===== config.mk =====
export PLATFORM = sky130hd
export DESIGN_NAME = acf_stream_reader_flat
export DESIGN_NICKNAME = d
export VERILOG_FILES = /design/src/rtl/acf_stream_reader_if.sv /design/src/rtl/acf_stream_reader.sv /design/src/flat_wrapper.sv
export SDC_FILE = /design/constraint.sdc
export NUM_CORES = 1
export LEC_CHECK = 0
export BUFFER_PORTS_ARGS = -buffer_cell sky130_fd_sc_hd__buf_2
export CAP_MARGIN = 20
export CORE_ASPECT_RATIO = 0.6
export CORE_MARGIN = 10
export CORE_UTILIZATION = 64
export CTS_CLUSTER_SIZE = 20
export DETAILED_ROUTE_END_ITERATION = 16
export GPL_TIMING_DRIVEN = 0
export PLACE_DENSITY = 0.82
export SLEW_MARGIN = 5
export SYNTH_ARGS = -nofsm -noshare
export SYNTH_HDL_FRONTEND = slang
export SYNTH_SLANG_ARGS = --single-unit

===== constraint.sdc =====
create_clock -name CLK -period 11.9 [get_ports CLK]
set_input_delay 2.38 -clock CLK [delete_from_list [all_inputs] [get_ports CLK]]
set_output_delay 2.38 -clock CLK [all_outputs]
set_load 0.02 [all_outputs]

===== src/rtl/acf_stream_reader_if.sv =====
// Stream-side signal bundle of acf_stream_reader: correlator word input, frame control/status
// and the 32-bit AXI4-Stream output. master = the reader itself, slave = the environment.
interface acf_stream_reader_if #(
  parameter int W = 53
);
  logic          start;
  logic          initTx;
  logic [W-1:0]  acfEl;
  logic          wrEn;
  logic [31:0]   m_axis_tdata;
  logic          m_axis_tvalid;
  logic          m_axis_tready;
  logic          m_axis_tlast;
  logic          busy;
  logic          overflow;
  logic          timeout;
  logic [15:0]   frameCount;

  modport master (
    input  start, acfEl, wrEn, m_axis_tready,
    output initTx, m_axis_tdata, m_axis_tvalid, m_axis_tlast,
           busy, overflow, timeout, frameCount
  );

  modport slave (
    output start, acfEl, wrEn, m_axis_tready,
    input  initTx, m_axis_tdata, m_axis_tvalid, m_axis_tlast,
           busy, overflow, timeout, frameCount
  );
endinterface


===== src/rtl/acf_stream_reader.sv =====
// Requests one ACF frame from the correlator, buffers its words and streams each as two 32-bit beats.
// Optional build macro ACF_HDR_EN prepends a {16'hACF0, frameCount} header beat to every frame.
module acf_stream_reader #(
  parameter int BIN_SIZE    = 8,
  parameter int NUM_BINS    = 20,
  parameter int FIFO_DEPTH  = 16,
  parameter int TIMEOUT_CYC = 1024
) (
  input logic                 CLK,
  input logic                 rst,
  acf_stream_reader_if.master stream_io
);

  localparam int W      = NUM_BINS + 33;
  localparam int HW     = W - 32;
  localparam int NWORDS = 1 + BIN_SIZE * (NUM_BINS + 1);
  localparam int AW     = $clog2(FIFO_DEPTH);
  localparam int CW     = $clog2(NWORDS + 1);
  localparam int TW     = $clog2(TIMEOUT_CYC + 1);

  typedef enum logic [1:0] {
    IDLE,
    ARM,
    COLLECT,
    DRAIN
  } state_t;

  state_t          state_q;
  logic [W:0]      fifoMem_q [FIFO_DEPTH];
  logic [AW:0]     wrPtr_q;
  logic [AW:0]     rdPtr_q;
  logic [CW-1:0]   wordCnt_q;
  logic [TW-1:0]   idleCnt_q;
  logic [31:0]     tdata_q;
  logic            tvalid_q;
  logic            tlast_q;
  logic [HW-1:0]   hiWord_q;
  logic            hiLast_q;
  logic            hiPending_q;
  logic            initTx_q;
  logic            busy_q;
  logic            overflow_q;
  logic            timeout_q;
  logic [15:0]     frameCount_q;

  logic            fifoEmpty;
  logic            fifoFull;
  logic            outFree;
  logic            pop;
  logic            push;
  logic            lastWord;
  logic            abort;
  logic            drainDone;
  logic [W:0]      rdWord;

  // Each FIFO entry carries a tag bit marking the frame's final word, so tlast survives drops.
  always_comb begin
    fifoEmpty = (wrPtr_q == rdPtr_q);
    fifoFull  = (wrPtr_q[AW] != rdPtr_q[AW]) && (wrPtr_q[AW-1:0] == rdPtr_q[AW-1:0]);
    rdWord    = fifoMem_q[rdPtr_q[AW-1:0]];
    outFree   = !tvalid_q || stream_io.m_axis_tready;
    pop       = outFree && !hiPending_q && !fifoEmpty;
    lastWord  = (wordCnt_q == CW'(NWORDS - 1));
    push      = (state_q == COLLECT) && stream_io.wrEn && (!fifoFull || pop);
    abort     = (state_q == COLLECT) && !stream_io.wrEn && (idleCnt_q == TW'(TIMEOUT_CYC - 1));
    drainDone = (state_q == DRAIN) && fifoEmpty && outFree && !hiPending_q;
  end

  always_ff @(posedge CLK) begin
    if (push) begin
      fifoMem_q[wrPtr_q[AW-1:0]] <= {lastWord, stream_io.acfEl};
    end
  end

  always_ff @(posedge CLK) begin
    if (rst) begin
      state_q      <= IDLE;
      wrPtr_q      <= '0;
      rdPtr_q      <= '0;
      wordCnt_q    <= '0;
      idleCnt_q    <= '0;
      tdata_q      <= '0;
      tvalid_q     <= 1'b0;
      tlast_q      <= 1'b0;
      hiWord_q     <= '0;
      hiLast_q     <= 1'b0;
      hiPending_q  <= 1'b0;
      initTx_q     <= 1'b0;
      busy_q       <= 1'b0;
      overflow_q   <= 1'b0;
      timeout_q    <= 1'b0;
      frameCount_q <= '0;
    end else begin
      initTx_q <= 1'b0;

      // Output register: the owed upper half goes first, otherwise the next FIFO word's lower half.
      if (outFree) begin
        if (hiPending_q) begin
          tdata_q     <= 32'(hiWord_q);
          tlast_q     <= hiLast_q;
          tvalid_q    <= 1'b1;
          hiPending_q <= 1'b0;
        end else if (!fifoEmpty) begin
          tdata_q     <= rdWord[31:0];
          hiWord_q    <= rdWord[W-1:32];
          hiLast_q    <= rdWord[W];
          tlast_q     <= 1'b0;
          tvalid_q    <= 1'b1;
          hiPending_q <= 1'b1;
        end else begin
          tvalid_q <= 1'b0;
          tlast_q  <= 1'b0;
        end
      end

      if (push) begin
        wrPtr_q <= wrPtr_q + 1'b1;
      end
      if (pop) begin
        rdPtr_q <= rdPtr_q + 1'b1;
      end

      case (state_q)
        IDLE: begin
          if (stream_io.start) begin
            state_q    <= ARM;
            busy_q     <= 1'b1;
            overflow_q <= 1'b0;
            timeout_q  <= 1'b0;
            initTx_q   <= 1'b1;
          end
        end
        ARM: begin
          state_q   <= COLLECT;
          wordCnt_q <= '0;
          idleCnt_q <= '0;
`ifdef ACF_HDR_EN
          tdata_q     <= {16'hACF0, frameCount_q};
          tlast_q     <= 1'b0;
          tvalid_q    <= 1'b1;
          hiPending_q <= 1'b0;
`endif
        end
        COLLECT: begin
          if (stream_io.wrEn) begin
            idleCnt_q <= '0;
            if (!push) begin
              overflow_q <= 1'b1;
            end
            if (lastWord) begin
              state_q <= DRAIN;
            end else begin
              wordCnt_q <= wordCnt_q + CW'(1);
            end
          end else if (abort) begin
            // Abandon the frame: discard buffered words and any beat in flight without tlast.
            state_q     <= IDLE;
            timeout_q   <= 1'b1;
            busy_q      <= 1'b0;
            rdPtr_q     <= wrPtr_q;
            tvalid_q    <= 1'b0;
            tlast_q     <= 1'b0;
            hiPending_q <= 1'b0;
          end else begin
            idleCnt_q <= idleCnt_q + TW'(1);
          end
        end
        DRAIN: begin
          if (drainDone) begin
            state_q      <= IDLE;
            busy_q       <= 1'b0;
            frameCount_q <= frameCount_q + 16'd1;
          end
        end
        default: state_q <= IDLE;
      endcase
    end
  end

  assign stream_io.initTx        = initTx_q;
  assign stream_io.m_axis_tdata  = tdata_q;
  assign stream_io.m_axis_tvalid = tvalid_q;
  assign stream_io.m_axis_tlast  = tlast_q;
  assign stream_io.busy          = busy_q;
  assign stream_io.overflow      = overflow_q;
  assign stream_io.timeout       = timeout_q;
  assign stream_io.frameCount    = frameCount_q;

endmodule


===== src/flat_wrapper.sv =====
// flat-port wrapper written by rule: the top's interface ports become plain ports
module acf_stream_reader_flat 
#(
  parameter int BIN_SIZE    = 8,
  parameter int NUM_BINS    = 20,
  parameter int FIFO_DEPTH  = 16,
  parameter int TIMEOUT_CYC = 1024
)
  (CLK, rst, stream_io_start, stream_io_acfEl, stream_io_wrEn, stream_io_m_axis_tready, stream_io_initTx, stream_io_m_axis_tdata, stream_io_m_axis_tvalid, stream_io_m_axis_tlast, stream_io_busy, stream_io_overflow, stream_io_timeout, stream_io_frameCount);
  acf_stream_reader_if #(.W((53))) stream_io_i ();
  input logic CLK;
  input logic rst;
  input wire logic [$bits(stream_io_i.start)-1:0] stream_io_start;
  input wire logic [$bits(stream_io_i.acfEl)-1:0] stream_io_acfEl;
  input wire logic [$bits(stream_io_i.wrEn)-1:0] stream_io_wrEn;
  input wire logic [$bits(stream_io_i.m_axis_tready)-1:0] stream_io_m_axis_tready;
  output wire logic [$bits(stream_io_i.initTx)-1:0] stream_io_initTx;
  output wire logic [$bits(stream_io_i.m_axis_tdata)-1:0] stream_io_m_axis_tdata;
  output wire logic [$bits(stream_io_i.m_axis_tvalid)-1:0] stream_io_m_axis_tvalid;
  output wire logic [$bits(stream_io_i.m_axis_tlast)-1:0] stream_io_m_axis_tlast;
  output wire logic [$bits(stream_io_i.busy)-1:0] stream_io_busy;
  output wire logic [$bits(stream_io_i.overflow)-1:0] stream_io_overflow;
  output wire logic [$bits(stream_io_i.timeout)-1:0] stream_io_timeout;
  output wire logic [$bits(stream_io_i.frameCount)-1:0] stream_io_frameCount;
  assign stream_io_i.start = stream_io_start;
  assign stream_io_i.acfEl = stream_io_acfEl;
  assign stream_io_i.wrEn = stream_io_wrEn;
  assign stream_io_i.m_axis_tready = stream_io_m_axis_tready;
  assign stream_io_initTx = stream_io_i.initTx;
  assign stream_io_m_axis_tdata = stream_io_i.m_axis_tdata;
  assign stream_io_m_axis_tvalid = stream_io_i.m_axis_tvalid;
  assign stream_io_m_axis_tlast = stream_io_i.m_axis_tlast;
  assign stream_io_busy = stream_io_i.busy;
  assign stream_io_overflow = stream_io_i.overflow;
  assign stream_io_timeout = stream_io_i.timeout;
  assign stream_io_frameCount = stream_io_i.frameCount;
  acf_stream_reader #(.BIN_SIZE(BIN_SIZE), .NUM_BINS(NUM_BINS), .FIFO_DEPTH(FIFO_DEPTH), .TIMEOUT_CYC(TIMEOUT_CYC)) u_core (.CLK(CLK), .rst(rst), .stream_io(stream_io_i));
endmodule

# == Word-level counts from Yosys, hierarchy flattened ==
# Memory sizes are Yosys's and may differ from the RTL's. A register that Yosys moved wholly into a read port is not among the register bits.
# Index checks and enable logic that the tools add are counted.
# word_totals
reg_bits,108
mem_bits_rw,864
inputBits,58
output_inout_bits,54
word_cells,125
memories,1
# op_classes
add_sub_neg,5
n_eq_ne,19
mux,50
bitwise_logic,3
reduce_logical,31
# mem_list
memory,words,width,rd,rd_ports_with_merged_regs,wr,line_no,source
u_core.fifoMem_q,16,54,1,1,1,acf_stream_reader.sv:29,logic [W:0] fifoMem_q [FIFO_DEPTH];
# ops
op,n
32-bit two-way mux,2
1-bit two-way mux,28
11-bit two-way mux,2
11-bit one-hot mux with 2 select lines,1
5-bit two-way mux,4
"16-bit by 1-bit adder with 16-bit output, second input constant",1
8-bit two-way mux,2
8-bit one-hot mux with 2 select lines,1
4-bit AND reduction,3
"11-bit by 1-bit adder with 11-bit output, second input constant",1
"11-bit by 10-bit equality test with 1-bit output, second input constant",1
"5-bit by 1-bit adder with 5-bit output, second input constant",2
1-bit logical AND,10
2-bit two-way mux,5
"2-bit inequality test, second input constant",5
"8-bit by 1-bit adder with 8-bit output, second input constant",1
"8-bit equality test, second input constant",1
2-bit one-hot mux with 4 select lines,1
"2-bit by 1-bit inequality test with 1-bit output, second input constant",3
"3-bit by 2-bit inequality test with 1-bit output, second input constant",2
2-bit AND reduction,3
3-bit AND reduction,2
5-bit equality test,1
1-bit zero test,5
other kinds (15),21

# == Depth between registers and ports, before layout ==
# Gate-level depths: netlist (run 1).
# depth
ltp_word,9
ltp_mapped,9
ltp_nobuf,7

# == Worst setup path before layout (run 1) ==
# Ideal clock, no wire load.
# synth_path
path_kind,input port to flip-flop
start,in stream_io_m_axis_tready
end,mem u_core.fifoMem_q[3][0] (netlist name) (enable)
setup_time_ns,0.532
arrival_ns,6.808
required_time_ns,11.368
slack_ns,4.560
path_stages,5
path_buffers,1
path_cell_list,nor2b_1 clkbuf_1 o21ai_0 o211ai_1 nor3_1
# synth_between
elab_chain_cells,7
# synth_lines
item,line_no,source
"start, declared",flat_wrapper.sv:16,input wire logic [$bits(stream_io_i.m_axis_tready)-1:0] stream_io_m_axis_tready;
1-bit logical OR,acf_stream_reader.sv:61,outFree = !tvalid_q || stream_io.m_axis_tready;
1-bit logical AND (2 in a row),acf_stream_reader.sv:62,pop = outFree && !hiPending_q && !fifoEmpty;
1-bit logical OR,acf_stream_reader.sv:64,push = (state_q == COLLECT) && stream_io.wrEn && (!fifoFull || pop);
1-bit logical AND,acf_stream_reader.sv:64,
1-bit two-way mux,acf_stream_reader.sv:70,if (push) begin
1-bit two-way mux (not written as such),acf_stream_reader.sv:71,"fifoMem_q[wrPtr_q[AW-1:0]] <= {lastWord, stream_io.acfEl};"
"end, declared",acf_stream_reader.sv:29,
# Every way passes these cells.

# == Final worst setup path (run 1) ==
# layout_path
start,in stream_io_m_axis_tready
end,mem u_core.fifoMem_q[5][7] (netlist name) (enable)
# Same word-level chain as after synthesis.

==> results of run 1 <==
-- flip-flops by register name, summed over array words and instances, names as in the netlist --
register	cells
u_core.stream_io.m_axis_tlast	1
u_core.rdPtr_q	5
u_core.fifoMem_q	864
u_core.stream_io.frameCount	16
u_core.idleCnt_q	11
u_core.state_q	2
u_core.stream_io.m_axis_tdata	32
u_core.hiPending_q	1
u_core.stream_io.timeout	1
u_core.stream_io.initTx	1
u_core.hiWord_q	21
u_core.wrPtr_q	5
u_core.stream_io.busy	1
u_core.stream_io.overflow	1
u_core.wordCnt_q	8
u_core.hiLast_q	1
u_core.stream_io.m_axis_tvalid	1
-- cells in the final DEF (no fill, tap or decap), types with 56 or more instances in the layout --
cell type and n:
a22oi_1 64, mux2i_1 56, edfxtp_1 864, mux4_2 177, dfxtp_1 108, buf_2 158, nor2_1 66, clkbuf_16 83
nand2_1 66, clkbuf_1 56
-- worst min-delay path, cell delays in order, from the launching register on --
cell      delay, ns
dfxtp_1        0.31
inv_1          0.06
a311oi_1       0.04
-- power by group through the flow --
| stage | sequential [W] | clock [W] | combinational [W] |
|---|---|---|---|
| floorplan | 0.00397 | 0 | 0.000756 |
| global placement | 0.00393 | 0 | 0.00119 |
| detailed placement | 0.00394 | 0 | 0.00123 |
| CTS | 0.00387 | 0.00270 | 0.00125 |
| global route | 0.00387 | 0.00283 | 0.00133 |
| finish | 0.00387 | 0.00269 | 0.00126 |
-- kinds of logic after synthesis --
family                     after synthesis
DFF                                    972
and+or+nand+nor                        297
muxes                                  240
AOI/OAI and AO/OA                      234
buffers and inverters                  120
xor gates and xnor gates                32
adders and majority gates               14
-- layer usage --
layer  share of wire (%)  up-vias  GRT usage [%]  routed length [um]
met2                  46     1517           40.3               43100
met1                  38    10500           38.0               35800
met5               0.043        -              0                  40
met4                 3.3        6           9.22                3100
li1                    -     8304              -                   -
met3                  12      230           6.39               11500
-- worst paths after layout --
path | startpoint | to | slack (ns) | cells past startpoint
min | u_core.idleCnt_q[10] | u_core.idleCnt_q[10] | 0.46 | 2
max reg2reg | u_core.state_q[0] | u_core.fifoMem_q[5][7] | 8.41 | 8
min reg2reg | u_core.idleCnt_q[10] | u_core.idleCnt_q[10] | 0.46 | 2
max | stream_io_m_axis_tready | u_core.fifoMem_q[5][7] | 7.32 | 8
-- synthesized netlist by cell type, types with 4 or more instances --
cell type,n
clkbuf_1,32
mux4_2,177
a221oi_1,11
nand2_1,66
buf_4,8
buf_6,9
ha_1,14
nor2b_1,34
mux2i_1,56
nand2b_1,22
a2111oi_0,24
a2111oi_2,8
and3_1,24
edfxtp_1,864
a21oi_1,18
xor2_1,24
nand4_1,12
and4_1,4
inv_1,14
dfxtp_1,108
nor2_1,66
nor3_1,29
a22oi_1,64
a211oi_1,13
or3_1,8
mux4_1,7
nand3_1,10
o2111ai_1,6
o2bb2ai_1,12
buf_2,47
a32o_1,21
and2_1,8
o21ai_0,19
a22o_1,22
xnor2_1,7
-- layout make-up --
type / count / share of cell area (%)
flip-flops and latches: 972 / 66.8
multi-input cells: 817 / 20.6
clock buffers: 113 / 5.34
repair buffers: 134 / 2.44
well taps: 770 / 2.29
plain buffers: 106 / 1.49
clock inverters: 39 / 0.942
inverters: 14 / 0.131
diodes: 1 / 0.00594
-- through the flow --
step	power, W	area (um^2)	utilization, %	worst slack, ns
after CTS	0.00781	42100	73.0	7.38
after detailed placement	0.00517	39500	68.4	6.75
final	0.00782	42100	73.0	7.32
after global routing	0.00803	42100	73.0	7.18
after floorplan	0.00473	37400	-	4.56
after global placement	0.00512	38900	67.4	0.280
==> flow_summary_export.csv, run 1 <==
group,metric,value,unit
outcome,status,"completed",
cells_and_area,fill_cells,3173,
power,ir_worst_vdd,0.146,mV
cts,cts_setup_buffers,0,
yosys,synth_edf_count,864,
sta,drv_slew,0,
cts,cts-buffers-inserted,82,
yosys,ys_seq_area_share,75.2,%
floorplan,die_y,207,um
global_route,grt_start_max_net_pins,45,
power,p_per_area,186,nW/um^2
cts,cts_hold_buffers,0,
cts,clk_pin_slew,0.06,ns
sta,finalCritPeriodShare,38.5,%
route,wire_per_inst,31.6,um
yosys,synth_ff_type,"edfxtp_1",
setup_path,cp_common_cell,"clkbuf_1",
floorplan,row_count,68,
sta,max_freq,0.218,GHz
sta,grt_setup_unrepaired,"false",
floorplan,start_util,64.8,%
global_route,gr-total-overflow,0,
yosys,synth_top_area_cell,"edfxtp_1",
floorplan,num_io_pins,112,
cells_and_area,area_delta_synth_final,12.6,%
power,combinationalPowerShare,16.1,%
flow_run,cap_violations,0,
yosys,synth_top_area_share,69.4,%
global_route,grt_usage,26.6,%
placed_design,port_buffers,111,
setup_path,start_kind,"primary input",
yosys,synth_cells,1909,
min_path,min_path_type,"reg2reg",
setup_path,worstSetupEndpointType,"register",
setup_path,path_max_fanout,30,
cts,htreeDepth,3,
power,pwr-share-seq,49.5,%
yosys,synthMuxAreaShare,12.7,%
yosys,synthAdderAreaFrac,0.469,%
yosys,netlist_top_cells_area,"edfxtp_1 (69%), mux4_2 (11%), dfxtp_1 (5.8%)",
power,power.internal,0.00578,W
route,vias_per_cell,6.95,
yosys,synth.distinct_cells,62,
route,first_pass_iters,6,
setup_path,cpMaxStageDelayCell,"and3_4",
yosys,avgSynthCellArea,19.6,um^2
route,antenna_left,0,
sta,skew,0.0285,ns
cts,cts-root-buf,"clkbuf_16",
global_route,grt_pass1_vias,20600,
cells_and_area,final_cell_count_no_fill,2966,
sta,setup_viol_count_final,0,
yosys,synth_area,37400,um^2
yosys,synth_nets,1981,
yosys,synth_top_family_by_area,"multiplexers",
floorplan,fp.coreArea,57700,um^2
power,p_switching,0.00204,W
cells_and_area,drive_gt1_share,24.0,%
sta,worst_slew_pin_slew,0.943,ns
cells_and_area,multi_input_area,8670,um^2
setup_path,crit_type,"in2reg",
yosys,synth-simple-area-share,4.07,%
global_route,antenna_found_initial,5,
route,wirelength,93.6,mm
sta,tns,0,ns
cts,cts_resized,0,
global_route,grt_pass1_wl,136,mm
setup_path,cp_data_required_time,12.22,ns
floorplan,dieArea,68800,um^2
setup_path,worst-path-buf-inv,4,
yosys,ys_warn_count,0,
yosys,postSynth.asyncResetShare,0,%
yosys,synth_compound_area_share,5.02,%
route,drc,0,
cts,clock_latency,0.67,ns
floorplan,die_w,332,um
sta,fin_hold_ws,0.458,ns
power,leakage,13.5,nW
placed_design,dp_cells,2813,
setup_path,slowest_delay,0.60,ns
power,clockPowerShare,34.4,%
sta,finalHoldViolCount,0,
cells_and_area,final_net_count,2199,
yosys,synth_seq_cells,972,
route,drtIter0Drc,3526,
placed_design,place.gp.congestion,0.865,
cts,cts_tree,"built",
cells_and_area,regArea,28100,um^2
setup_path,cp_cell_sequence,"buf_2 -> nor2b_1 -> clkbuf_1 -> o21ai_0 -> o21a_1 -> clkbuf_1 -> and3_4 -> buf_12",
power,switching_share,26.1,%
yosys,synth-xor-area-share,0.770,%
cts,clockBufferDepth,3,
cts,cts.sinks,972,
route,num_vias,20600,
setup_path,arrival,4.90,ns
sta,max-slew-margin-rel,37.2,%
placed_design,hpwl,57.3,mm
setup_path,cpLargestDelayFamily,"buffers and inverters",
sta,fin_crit,4.58,ns
Note: power is estimated with default switching activity, not from simulation.
==> run 2, diff against run 1 <==
--- a/config.mk
+++ b/config.mk
@@ -5,15 +5,16 @@
 export SDC_FILE = /design/constraint.sdc
 export NUM_CORES = 1
 export LEC_CHECK = 0
+export ABC_AREA = 1
 export BUFFER_PORTS_ARGS = -buffer_cell sky130_fd_sc_hd__buf_2
 export CAP_MARGIN = 20
 export CORE_ASPECT_RATIO = 0.6
 export CORE_MARGIN = 10
-export CORE_UTILIZATION = 64
+export CORE_UTILIZATION = 56
 export CTS_CLUSTER_SIZE = 20
 export DETAILED_ROUTE_END_ITERATION = 16
 export GPL_TIMING_DRIVEN = 0
-export PLACE_DENSITY = 0.82
+export PLACE_DENSITY = 0.76
 export SLEW_MARGIN = 5
 export SYNTH_ARGS = -nofsm -noshare
 export SYNTH_HDL_FRONTEND = slang
==> constraint.sdc (replaced) <==
create_clock -name CLK -period 3.7 [get_ports CLK]
set_input_delay 0.74 -clock CLK [delete_from_list [all_inputs] [get_ports CLK]]
set_output_delay 0.74 -clock CLK [all_outputs]
set_load 0.02 [all_outputs]
==> flow_summary_export.csv, run 2 <==
group,metric,value,unit
outcome,status,"completed",
global_route,gr-total-overflow,0,
floorplan,num_io_pins,112,
power,p_switching,0.00799,W
yosys,yosysMostFrequentCell,"edfxtp_1",
cts,cts.sinks,972,
yosys,synth_ff_type,"edfxtp_1",
yosys,synth.distinct_cells,40,
setup_path,path_max_fanout,21,
power,switching_share,30.2,%
yosys,synth_top_area_share,66.7,%
sta,tns,0,ns
yosys,ys_seq_area_share,72.3,%
setup_path,cp_data_required_time,4.05,ns
placed_design,place.gp.congestion,0.950,
placed_design,port_buffers,110,
route,num_vias,28200,
cells_and_area,area_delta_synth_final,13.9,%
setup_path,worstSetupEndpointType,"register",
yosys,ys_warn_count,0,
yosys,netlist_top_cells_area,"edfxtp_1 (67%), nor2_1 (6.3%), dfxtp_1 (5.6%)",
yosys,synth_edf_count,864,
global_route,grt_usage,28.5,%
cts,cts_tree,"built",
cts,cts_hold_buffers,0,
setup_path,crit_type,"reg2reg",
cells_and_area,final_net_count,3586,
route,drc,0,
cells_and_area,regArea,28100,um^2
setup_path,start_kind,"register",
sta,drv_slew,0,
floorplan,fp.coreArea,68400,um^2
cts,cts-root-buf,"clkbuf_16",
placed_design,hpwl,81.0,mm
flow_run,cap_violations,0,
yosys,synth_area,38900,um^2
setup_path,arrival,3.97,ns
sta,setup_viol_count_final,0,
power,p_per_area,598,nW/um^2
global_route,grt_pass1_wl,171,mm
sta,finalCritPeriodShare,97.9,%
route,drtIter0Drc,5203,
sta,skew,0.0226,ns
power,combinationalPowerShare,19.5,%
cts,clk_pin_slew,0.07,ns
global_route,grt_start_max_net_pins,26,
power,ir_worst_vdd,0.399,mV
cts,cts_resized,0,
floorplan,die_y,224,um
floorplan,die_w,360,um
route,wire_per_inst,26.3,um
cells_and_area,final_common_cell,"edfxtp_1",
power,pwr-share-seq,46.7,%
floorplan,dieArea,80700,um^2
route,first_pass_iters,6,
min_path,min_path_type,"in2reg",
sta,fin_crit,3.62,ns
cells_and_area,design_area,44300,um^2
yosys,avgSynthCellArea,11.9,um^2
power,clockPowerShare,33.8,%
floorplan,row_count,74,
cells_and_area,drive_gt1_share,11.0,%
sta,worst_slew_pin_slew,1.17,ns
global_route,antenna_found_initial,3,
placed_design,place_area,41500,um^2
route,wirelength,118,mm
sta,finalHoldViolCount,0,
yosys,yosys-top-cells-count,"edfxtp_1 (864), nor2_1 (648), nand2_1 (426), o21ai_0 (389), nand3_1 (150)",
cts,cts-buffers-inserted,84,
power,power.internal,0.0185,W
sta,max-slew-margin-rel,21.4,%
cells_and_area,largest_reg_flops,864,
cts,clockBufferDepth,3,
yosys,synth_nets,3353,
power,leakage,15.3,nW
cells_and_area,fill_cells,4898,
cts,clock_latency,0.67,ns
sta,max_freq,0.276,GHz
cts,htreeDepth,3,
route,vias_per_cell,6.27,
yosys,synth_top_area_cell,"edfxtp_1",
sta,grt_setup_unrepaired,"false",
cells_and_area,layout_common_cells,"edfxtp_1 (864), nor2_1 (633), nand2_1 (426)",
floorplan,start_util,56.8,%
yosys,synth_seq_cells,972,
cts,cts_setup_buffers,0,
yosys,postSynth.asyncResetShare,0,%
yosys,synth_cells,3281,
cells_and_area,multi_input_area,9550,um^2
route,antenna_left,0,
global_route,grt_pass1_vias,26400,
run 2: changes by cell type after synthesis, moves of 53 or more:
| cell | delta |
|---|---|
| mux4_2 | -177 |
| nand2_1 | +360 |
| o211ai_1 | +63 |
| o21ai_1 | +83 |
| inv_1 | +53 |
| nand3_1 | +140 |
| a21oi_1 | +84 |
| o21ai_0 | +370 |
| nor2_1 | +582 |
| clkbuf_1 | +58 |
| a22oi_1 | -64 |
| mux2i_1 | -56 |
run 2: final timing paths:
kind                                                        start                           endpoint  slack, ns  cells past startpoint
worst min-delay path                              stream_io_start            u_core.stream_io.initTx       0.38                      3
worst max register to register                  u_core.rdPtr_q[0]             u_core.fifoMem_q[4][1]       0.08                     12
worst min register to register  u_core.stream_io.m_axis_tdata[21]  u_core.stream_io.m_axis_tdata[21]       0.46                      2
worst max-delay path                            u_core.rdPtr_q[0]             u_core.fifoMem_q[4][1]       0.08                     12
run 2: through the flow:
stage / instances / setup WS (ns) / power (W) / hold WS (ns) / util [%]
2_1_floorplan: 3281 / -0.504 / 0.0154 / 0.433 / -
3_3_place_gp: 4303 / -3.38 / 0.0173 / 0.445 / 59.3
3_5_place_dp: 4340 / 0.0851 / 0.0174 / 0.453 / 60.7
4_1_cts: 4496 / 0.243 / 0.0262 / 0.351 / 64.7
5_1_grt: 4497 / 0.0687 / 0.0272 / 0.377 / 64.7
6_report: 4500 / 0.0760 / 0.0265 / 0.380 / 64.7
run 2: layer usage:
metal / vias up / routed length (um) / track usage [%] / part of all wire, %
met1: 13500 / 46600 / 41.4 / 39
li1: 12200 / - / - / -
met4: 2 / 3820 / 9.37 / 3.2
met3: 283 / 21200 / 11.5 / 18
met5: - / 13 / 0 / 0.011
met2: 2260 / 46800 / 38.4 / 40
run 2: cell families after synthesis:
kind of cell,Yosys count,synth area share [%]
compound gates,734,10.4
flops,972,72.3
buf+inv,278,3.47
xor+xnor,11,0.248
simple gates,1272,13.1
fa+ha+maj,14,0.450
run 2: power by group through the flow:
stage	sequential, W	combinational [W]	clock, W
floorplan	0.0126	0.00275	0
global placement	0.0126	0.00470	0
detailed placement	0.0126	0.00486	0
CTS	0.0124	0.00490	0.00895
global route	0.0124	0.00545	0.00938
finish	0.0124	0.00516	0.00897
run 2: layout make-up:
class,instances,area share (%)
Antenna cell,4,0.0226
Buffer,203,2.41
Clock buffer,116,5.25
Clock inverter,40,0.955
Inverter,75,0.636
Multi-Input combinational cell,2031,21.6
Sequential cell,972,63.5
Tap cell,912,2.58
Timing Repair Buffer,147,3.09
run 2: critical path, stage by stage (launching register included):
cell and delay (ns):
dfxtp_1 0.69, buf_6 0.30, buf_6 0.23, nand2_2 0.09
nand2_4 0.10, nor2_8 0.05, nand3_1 0.08, nand2_1 0.15
inv_1 0.17, nand2_1 0.26, nor2_4 0.64, buf_12 0.31
buf_12 0.22
